==> src/rtl/serial_add_ctrl.sv <==
// Bit-serial W-bit adder: feeds one full-adder cell LSB first and collects sum/carry.
// Optional SERIAL_ADD_OVF_EN adds a registered signed-overflow output, ovf.

module fac (
   input  logic x,
   input  logic y,
   input  logic ci,
   output logic z,
   output logic co
);
   assign z  = x ^ y ^ ci;
   assign co = (x & y) | (ci & (x ^ y));
endmodule

module serial_add_ctrl #(
   parameter int unsigned W = 8
) (
   input  logic         clk,
   input  logic         rst,
   input  logic         start,
   input  logic [W-1:0] a,
   input  logic [W-1:0] b,
   input  logic         cin,
   output logic         busy,
   output logic         done,
   output logic [W-1:0] sum,
   output logic         cout
`ifdef SERIAL_ADD_OVF_EN
   ,
   output logic         ovf
`endif
);
   localparam int unsigned CW = $clog2(W) + 1;

   localparam logic [1:0] ST_IDLE = 2'd0;
   localparam logic [1:0] ST_RUN  = 2'd1;
   localparam logic [1:0] ST_DONE = 2'd2;

   localparam logic [CW-1:0] LAST = CW'(W - 1);

   logic [1:0]    state_q;
   logic [W-1:0]  a_sh_q;
   logic [W-1:0]  b_sh_q;
   logic [W-1:0]  sum_sh_q;
   logic [W-1:0]  sum_q;
   logic          carry_q;
   logic          cout_q;
   logic [CW-1:0] cnt_q;
   logic          fa_z;
   logic          fa_co;
`ifdef SERIAL_ADD_OVF_EN
   logic          ovf_q;
`endif

   fac u_fac (
      .x  (a_sh_q[0]),
      .y  (b_sh_q[0]),
      .ci (carry_q),
      .z  (fa_z),
      .co (fa_co)
   );

   always_ff @(posedge clk or posedge rst) begin
      if (rst) begin
         state_q  <= ST_IDLE;
         a_sh_q   <= '0;
         b_sh_q   <= '0;
         sum_sh_q <= '0;
         sum_q    <= '0;
         carry_q  <= 1'b0;
         cout_q   <= 1'b0;
         cnt_q    <= '0;
`ifdef SERIAL_ADD_OVF_EN
         ovf_q    <= 1'b0;
`endif
      end else begin
         case (state_q)
            ST_IDLE: begin
               if (start) begin
                  a_sh_q  <= a;
                  b_sh_q  <= b;
                  carry_q <= cin;
                  cnt_q   <= '0;
                  state_q <= ST_RUN;
               end
            end
            ST_RUN: begin
               a_sh_q   <= {1'b0, a_sh_q[W-1:1]};
               b_sh_q   <= {1'b0, b_sh_q[W-1:1]};
               sum_sh_q <= {fa_z, sum_sh_q[W-1:1]};
               carry_q  <= fa_co;
               cnt_q    <= cnt_q + 1'b1;
               // Final bit: publish the result; carry_q here is the carry into the MSB.
               if (cnt_q == LAST) begin
                  sum_q   <= {fa_z, sum_sh_q[W-1:1]};
                  cout_q  <= fa_co;
`ifdef SERIAL_ADD_OVF_EN
                  ovf_q   <= carry_q ^ fa_co;
`endif
                  state_q <= ST_DONE;
               end
            end
            ST_DONE: state_q <= ST_IDLE;
            default: state_q <= ST_IDLE;
         endcase
      end
   end

   assign busy = (state_q == ST_RUN) || (state_q == ST_DONE);
   assign done = (state_q == ST_DONE);
   assign sum  = sum_q;
   assign cout = cout_q;
`ifdef SERIAL_ADD_OVF_EN
   assign ovf  = ovf_q;
`endif

endmodule

==> config.mk <==
export PLATFORM = sky130hd
export DESIGN_NAME = serial_add_ctrl
export DESIGN_NICKNAME = d
export VERILOG_FILES = /design/src/rtl/serial_add_ctrl.sv
export SDC_FILE = /design/constraint.sdc
export NUM_CORES = 1
export LEC_CHECK = 0
export ABC_AREA = 0
export ABC_CLOCK_PERIOD_IN_PS = 1820
export BUFFER_PORTS_ARGS = -buffer_cell sky130_fd_sc_hd__buf_2
export CORE_UTILIZATION = 38
export DETAILED_ROUTE_END_ITERATION = 12
export PLACE_DENSITY = 0.62
export RECOVER_POWER = 50
export SLEW_MARGIN = 15
export SYNTH_ARGS = -nofsm -noshare
export SYNTH_HDL_FRONTEND = slang
export SYNTH_SLANG_ARGS = --single-unit
==> constraint.sdc <==
create_clock -name clk -period 1.82 [get_ports clk]
set_clock_uncertainty 0.1 [all_clocks]
set_input_delay 0.364 -clock clk [delete_from_list [all_inputs] [get_ports clk]]
set_output_delay 0.364 -clock clk [all_outputs]
set_load 0.01 [all_outputs]
# --- After elaboration in Yosys (flattened, before gate mapping) ---
# Index checks and enable logic that the tools add are counted.
classes:
  addsub: 1
  eq_ne: 5
  mux: 11
  bitwise_logic: 5
  n_reduce_logical: 6
op_table:
  columns: ["op", "count"]
  rows:
  - ["$pmux 8 s2", 2]
  - ["$mux 8", 2]
  - ["$pmux 4 s2", 1]
  - ["$reduce_and 2->1", 3]
  - ["$add 4x1->4 const B", 1]
  - ["$eq 4x3->1 const B", 1]
  - ["$mux 2", 2]
  - ["$mux 4", 1]
  - ["$ne 2x2->1 const B", 2]
  - ["$pmux 2 s2", 1]
  - ["$and 1x1->1", 2]
  - ["$eq 2x1->1 const B", 1]
  - ["$eq 2x2->1 const B", 1]
  - ["$logic_not 2->1", 1]
  - ["$pmux 1 s2", 1]
  - ["$reduce_bool 2->1", 1]
  - ["$xor 1x1->1", 2]
  - ["$logic_or 1x1->1", 1]
  - ["$mux 1", 1]
  - ["$or 1x1->1", 1]
totals:
  ff_bits: 40
  inputBits: 20
  out_inout_bits: 11
  wordCells: 36

# --- Longest topological paths before layout ---
# Gate-level depths: netlist of run 1.
logic_depth:
  depth_word: 4
  depth_mapped: 7
  depth_no_buf: 5

# --- By module ---
# From an unflattened synthesis of run 1, not the netlist that was laid out.
unflattened:
  cells_unflattened: 145
  hier_area_um2: 1761.7
modules_own_cells:
  columns: ["mod", "instances", "cells_per_inst", "area_each_um2", "seq_area_each_um2"]
  rows:
  - ["serial_add_ctrl", 1, 144, 1741.7, 975.9]
  - ["fac", 1, 1, 20.0, 0.0]

# --- Least setup slack after synthesis of run 1 ---
# Ideal clock, no wire load.
synth_path:
  path_type: "reg-to-reg"
  start: "register state_q[1]"
  end: "register sum_sh_q[1]"
  setup_time_ns: 0.125
  arrival_ns: 1.287
  t_required_ns: 1.595
  slack_ns: 0.308
  path_stages_with_launch: 6
  path_buffers: 2
  synth_period_minus_slack_ns: 1.512
  path_cell_list: "dfrtp_1 inv_1 ha_1 buf_4 buf_2 mux2_2"
synth_via:
  elab_chain_len: 1
synth_rtl:
  columns: ["element", "line", "source"]
  rows:
  - ["start, declared", "41", "logic [1:0] state_q;"]
  - ["start signal, assigned", "65", "state_q <= ST_IDLE;"]
  - ["start signal, assigned", "84", "state_q <= ST_RUN;"]
  - ["start signal, assigned", "100", "state_q <= ST_DONE;"]
  - ["$eq 2x1->1", "77", "case (state_q)"]
  - ["end signal, assigned", "90", "sum_sh_q <= {fa_z, sum_sh_q[W-1:1]};"]
  - ["end, declared", "44", "logic [W-1:0] sum_sh_q;"]
# Every way passes these cells.
# A chain may end at the register's enable or synchronous reset.

# --- Final worst setup path of run 1 ---
layout_path:
  start: "register state_q[0]"
  end: "output port busy"
layout_via:
  elab_chain_len: 2
  elab_cells_between_ends: 3
  classes_between: "2 x eq/ne; 1 x reduce/logical"
layout_rtl:
  columns: ["element", "line", "source"]
  rows:
  - ["$eq 2x1->1 / $eq 2x2->1 (equally long branches)", "109", "assign busy = (state_q == ST_RUN) || (state_q == ST_DONE);"]
  - ["$logic_or 1x1->1 *", "109", null]
  - ["end, declared", "24", "output logic busy,"]
# Every way passes the cells marked *; elsewhere a longest branch is shown, timed or not.

==> results of run 1 <==
-- how the worst min path moves through the flow --
stage          slack [ps]  depth (start not counted)        end  startpoint
2_1_floorplan         350                          2  a_sh_q[2]   a_sh_q[2]
3_3_place_gp          360                          2  a_sh_q[2]   a_sh_q[2]
3_5_place_dp          380                          2  a_sh_q[6]   a_sh_q[6]
4_1_cts                90                          3  a_sh_q[0]         rst
5_1_grt               250                          3  b_sh_q[7]        b[7]
6_report              240                          3  b_sh_q[7]        b[7]
-- power groups by stage --
stage	Sequential (mW)	Combinational, mW	Clock, mW
6_report	1.47	1.28	0.740
2_1_floorplan	1.46	1.01	0
3_3_place_gp	1.47	1.26	0
4_1_cts	1.47	1.32	0.763
3_5_place_dp	1.49	1.32	0
5_1_grt	1.52	1.43	0.804
-- metal layers --
layer | global-route usage (%) | part of all wire, %
met5 | 0 | 0
met4 | 6.00 | 1.1
met3 | 4.04 | 4.0
met2 | 22.4 | 50
met1 | 16.2 | 44
-- through the flow --
step	setup slack (ps)	cells	hold WS [ps]
finish	143	234	238
global route	34.0	234	251
CTS	138	234	89.6
detailed placement	172	226	378
global placement	239	226	362
floorplan	308	145	349
-- sequential cells by signal, summed over array words and instances (netlist names) --
name	count
cout	1
carry_q	1
a_sh_q	8
sum_sh_q	7
cnt_q	4
b_sh_q	8
sum	8
state_q	2
-- synth_stat cells (all sizes together) --
cell / count
dfrtp: 39
nand2: 22
o21ai: 18
mux2: 16
mux2i: 16
buf: 6
ha: 4
inv: 4
a21oi: 3
nand2b: 3
clkbuf: 2
nand3b: 2
a311oi: 1
a32o: 1
fa: 1
nand3: 1
nand4: 1
nor2: 1
nor2b: 1
o221ai: 1
o22ai: 1
o32ai: 1
-- final cells by class --
cell class	instances	area [sq um]	share of cell area (%)
well taps	52	65.1	3.12
clock inverters	2	35.0	1.68
multi-input cells	94	714	34.3
flip-flops and latches	39	976	46.9
clock buffers	6	82.6	3.97
inverters	4	15.0	0.721
repair buffers	37	194	9.31
-- logic make-up (layout without fill, tap and decap cells) --
group | Yosys count | count (layout) | share of synthesized area, %
compound gates | 26 | 26 | 8.38
fa+ha+maj | 5 | 5 | 3.98
buf+inv | 12 | 49 | 4.05
flops | 39 | 39 | 55.4
mux | 32 | 32 | 19.5
simple gates | 31 | 31 | 8.66
-- worst register-to-register path, stage by stage, from the launching register on --
cell     delay, ps
dfrtp_1        410
inv_1          120
ha_1           240
mux2i_2        280
buf_4          240
a21oi_1         60
o32ai_1        120
==> flow_metrics.tcl, run 1 <==
set metrics [dict create \
    crit_slowest_cell "dfrtp_1" \
    cp.arrival_ps 1210 \
    layout.filler_cells 422 \
    yosys-top-cells-area "dfrtp_1 (55%), mux2_2 (10%), mux2i_1 (8.5%)" \
    core_sq_mm 0.00441 \
    cts_made_buffers 5 \
    path_max_fanout 3 \
    r2r_start "state_q[0]" \
    vias_per_cell 4.97 \
    path_cells "inv_1 > ha_1 > buf_2" \
    switching_power_mw 1.16 \
    yosysSeqAreaShare_pct 55.4 \
    cts_resized 0 \
    path_class "reg2out" \
    fin_util_pct 47.2 \
    power_frac_comb_pct 36.7 \
    switching_share_pct 33.4 \
    clock_latency_ps 290 \
    crit_path_max_incr_delay_ps 390 \
    cp.depth 3 \
    drt-pass1-iter-count 4 \
    finalCriticalPeriod_ps 1680 \
    peakVddDrop_v 0.000711 \
    hold_violations 0 \
    maxCapViolCount 0 \
    vias 1163 \
    rows 24 \
    rsz0062_at_grt "false" \
    die_h_microns 70.1 \
    fmax_mhz 596 \
    rr_worst_depth 6 \
    r2r_end "cnt_q[3]" \
    drc 0 \
    syn_nets 170 \
    endpoint "busy" \
    yosysTopAreaCell "dfrtp_1" \
    diodes 0 \
    root_buffer "clkbuf_8" \
    final_cell_area_sq_mm 0.00208 \
    nNetsFinal 206 \
    mostFrequentLayoutCells "dfrtp_1 (39), buf_2 (25), nand2_1 (22)" \
    report.power.total_mw 3.48 \
    tns_ps 0 \
    worst_ep_required_time_ps 1360 \
    wirelength_mm 3.05 \
    hp-class "in2reg" \
    fin_crit_sh_pct 92.1 \
    crit_path_end_kind "output pin" \
    die_w_microns 70.1 \
    setup_viol 0 \
    detail-route-antenna-nets 0 \
    relSlewSlack_pct 36.5 \
    worstMarginPinSlew_ps 953 \
    synth.avg_cell_area_sq_um 12.1 \
    postCtsSetupBuffers 0 \
    syn-cell-area_sq_mm 0.00176 \
    drt_iter0_drc 38 \
    cts_tree "built" \
    dp_hpwl_mm 2.27 \
    routabilityCongestion 0.696 \
    area_growth_syn_to_layout_pct 18.2 \
    cts.htree.levels 2 \
    slew_viol_final 0 \
    cts_sinks 39 \
    yosysTopAreaCellShare_pct 55.4 \
    powerDensity_mw_per_mm2 1670 \
    worst-r2r-setup-slack_ps 160 \
    ctsHoldBuffers 0 \
    grt_usage_pct 13.5 \
    clkTransAtPathRegs_ps 70 \
    grt_pass1_wl_mm 5.21 \
    path_buf_inv 2 \
    grt_pass1_vias 1172 \
    antenna_found_initial 0 \
    power.leakage_nw 1.00 \
    critPathLaunchType "flop" \
    final_common_cell "dfrtp_1" \
    synth_cells 145 \
    gr-total-overflow 0 \
    pwr-share-clk_pct 21.2 \
    p_int_mw 2.32 \
    status "completed" \
    clockBufferDepth 2 \
    start_util_pct 39.9 \
    critPathTopFamily "flip-flops" \
    p_seq_share_pct 42.1 \
    ys_warn_count 0 \
    yosys_register_bits 39 \
    wl_per_cell_microns 13.0 \
    ios 31 \
    port_buffers 30 \
    layout-drive-gt1-share_pct 31.9 \
    yosys.cell_types.count 26 \
    setup.worst_path.start "state_q[0]" \
    dieArea_sq_mm 0.00491 \
    post_dp_cell_area_sq_mm 0.00197 \
    grt_max_degree 40 \
]
(Power assumes the default switching activity.)
==> run 2, diff against run 1 <==
Settings changed: BUFFER_PORTS_ARGS -buffer_cell sky130_fd_sc_hd__buf_2 to -buffer_cell sky130_fd_sc_hd__buf_4, SYNTH_HIERARCHICAL from default to 1.
==> run 2 against run 1 <==
  * Design area rose by 3.4%
  * Setup slack improved by 20 ps
  * Non-clock buffer count fell by 3
  * First-iteration DRC count rose by 61%
  * Power rose by 3.5%
  * Sequential power barely moved
  * Register-to-register slack improved by 20 ps
  * Combinational power barely moved
  * Die area did not move
  * Flip-flop and latch count did not move
  * Core utilization rose by 1.6 points
  * Critical endpoint unchanged
==> flow_metrics.tcl, run 2 <==
set metrics [dict create \
    yosysSeqAreaShare_pct 55.4 \
    wirelength_mm 3.06 \
    cp.arrival_ps 1190 \
    postCtsSetupBuffers 0 \
    power.leakage_nw 1.01 \
    crit_path_max_incr_delay_ps 380 \
    fin_ws_ps 163 \
    yosysTopAreaCell "dfrtp_1" \
    rr_worst_depth 6 \
    report.power.total_mw 3.61 \
    grt_pass1_wl_mm 5.49 \
    gr-total-overflow 0 \
    switching_share_pct 32.2 \
    ios 31 \
    yosys-top-cells-area "dfrtp_1 (55%), mux2_2 (10%), mux2i_1 (8.5%)" \
    root_buffer "clkbuf_8" \
    synthArstFlopShare_pct 100 \
    peakVddDrop_v 0.000974 \
    fmax_mhz 604 \
    switching_power_mw 1.16 \
    status "completed" \
    crit_path_end_kind "output pin" \
    r2r_end "cnt_q[3]" \
    routabilityCongestion 0.784 \
    syn-cell-area_sq_mm 0.00176 \
    yosys.cell_types.count 26 \
    die_h_microns 70.1 \
    die_w_microns 70.1 \
    dp.cells 223 \
    rsz0062_at_grt "false" \
    tns_ps 0 \
    powerDensity_mw_per_mm2 1680 \
    post_dp_cell_area_sq_mm 0.00204 \
    grt_pass1_vias 1273 \
    finalNonFillerCells 231 \
    r2r_start "state_q[0]" \
    cts.htree.levels 2 \
    p_int_mw 2.44 \
    slew_viol_final 0 \
    grt_max_degree 41 \
    port_buffers 30 \
    area_growth_syn_to_layout_pct 22.2 \
    hp-class "in2reg" \
    layout-drive-gt1-share_pct 30.7 \
    worst-r2r-setup-slack_ps 180 \
    cts_resized 0 \
    yosysTopAreaCellShare_pct 55.4 \
    vias_per_cell 5.01 \
    nNetsFinal 203 \
    crit_slowest_cell "dfrtp_1" \
    pwr-share-clk_pct 23.3 \
    ctsHoldBuffers 0 \
    yosys_most_used_dff "dfrtp_1" \
    ys_top_cells_by_count "dfrtp_1 (39), nand2_1 (22), o21ai_0 (18), mux2_2 (16), mux2i_1 (15)" \
    mostFrequentLayoutCells "dfrtp_1 (39), buf_4 (26), nand2_1 (22)" \
    dp_hpwl_mm 2.12 \
    rows 24 \
    fin_util_pct 48.8 \
    setup_viol 0 \
    hold_violations 0 \
    cts_sinks 39 \
    fin_crit_sh_pct 91.0 \
    power_frac_comb_pct 36.0 \
    worstMarginPinSlew_ps 948 \
    dieArea_sq_mm 0.00491 \
    path_buf_inv 2 \
    maxCapViolCount 0 \
    finalCriticalPeriod_ps 1660 \
    final_common_cell "dfrtp_1" \
    whs_path_depth 3 \
    drc 0 \
    drt_iter0_drc 61 \
    drt-pass1-iter-count 2 \
    cts_made_buffers 5 \
    synth.most_common_cell "dfrtp_1" \
    grt_usage_pct 14.4 \
    relSlewSlack_pct 36.8 \
    path_cells "inv_1 > ha_1 > buf_4" \
    p_seq_share_pct 40.7 \
    path_class "reg2out" \
    clockBufferDepth 2 \
    diodes 0 \
    detail-route-antenna-nets 0 \
    path_max_fanout 3 \
    core_sq_mm 0.00441 \
    syn_nets 170 \
    worst_ep_required_time_ps 1360 \
    final_cell_area_sq_mm 0.00215 \
    synth_edf_count 0 \
    cts_tree "built" \
    vias 1158 \
    preCtsSetupSlack_ps 176 \
    clock_latency_ps 290 \
    ys_warn_count 6 \
    hold_path_end "a_sh_q[7]" \
    clkTransAtPathRegs_ps 70 \
    synth.avg_cell_area_sq_um 12.1 \
    hold_slack_ps 253 \
    yosys_register_bits 39 \
    synth_cells 145 \
    hp-start "a[7]" \
    start_util_pct 39.9 \
    wl_per_cell_microns 13.3 \
    antenna_found_initial 0 \
    critPathTopFamily "flip-flops" \
    critPathLaunchType "flop" \
]
[run 2: cell counts after synthesis]
Identical to the previous run, type by type.
[run 2: area by class of cell]
cell class,instances,area [sq um]
Multi-Input combinational cell,94,717
Sequential cell,39,976
Fill cell,412,2260
Inverter,4,15.0
Clock buffer,6,72.6
Tap cell,52,65.1
Clock inverter,2,60.1
Timing Repair Buffer,34,246
[run 2: worst max-delay path by stage]
stage,startpoint,to,slack [ps],cells past startpoint
floorplan,state_q[1],sum_sh_q[1],310,5
global placement,state_q[0],cnt_q[3],270,6
detailed placement,state_q[0],cnt_q[3],180,6
CTS,state_q[0],busy,160,3
global route,state_q[0],cnt_q[3],70,6
finish,state_q[0],busy,160,3
[run 2: routing by layer]
layer / global-route usage, % / part of all wire [%] / vias up
li1: - / - / 567
met5: 0 / 0 / -
met4: 6.00 / 1.8 / 0
met2: 24.7 / 52 / 16
met3: 4.91 / 3.9 / 5
met1: 16.4 / 42 / 570
[run 2: power groups by stage]
stage               clock, mW  combinational (mW)  sequential, mW
floorplan                   0                1.01            1.46
global placement            0                1.29            1.47
detailed placement          0                1.35            1.49
CTS                     0.869                1.35            1.47
global route            0.905                1.47            1.52
finish                  0.841                1.30            1.47
[run 2: worst reg2reg max path, cell delays in order, from the launching register on]
cell and delay, ps:
dfrtp_1 410, inv_1 110, ha_1 240, mux2i_2 280, buf_12 220, a21oi_1 60
o32ai_1 130
[run 2: logic make-up (layout without fill, tap and decap cells)]
group                    count (synthesis)  after routing  share of synthesized area [%]
buffers and inverters                   12             46                           4.05
AO/OA/AOI/OAI                           26             26                           8.38
flip-flops                              39             39                           55.4
multiplexers                            32             32                           19.5
adder cells (fa/ha/maj)                  5              5                           3.98
AND/OR/NAND/NOR                         31             31                           8.66
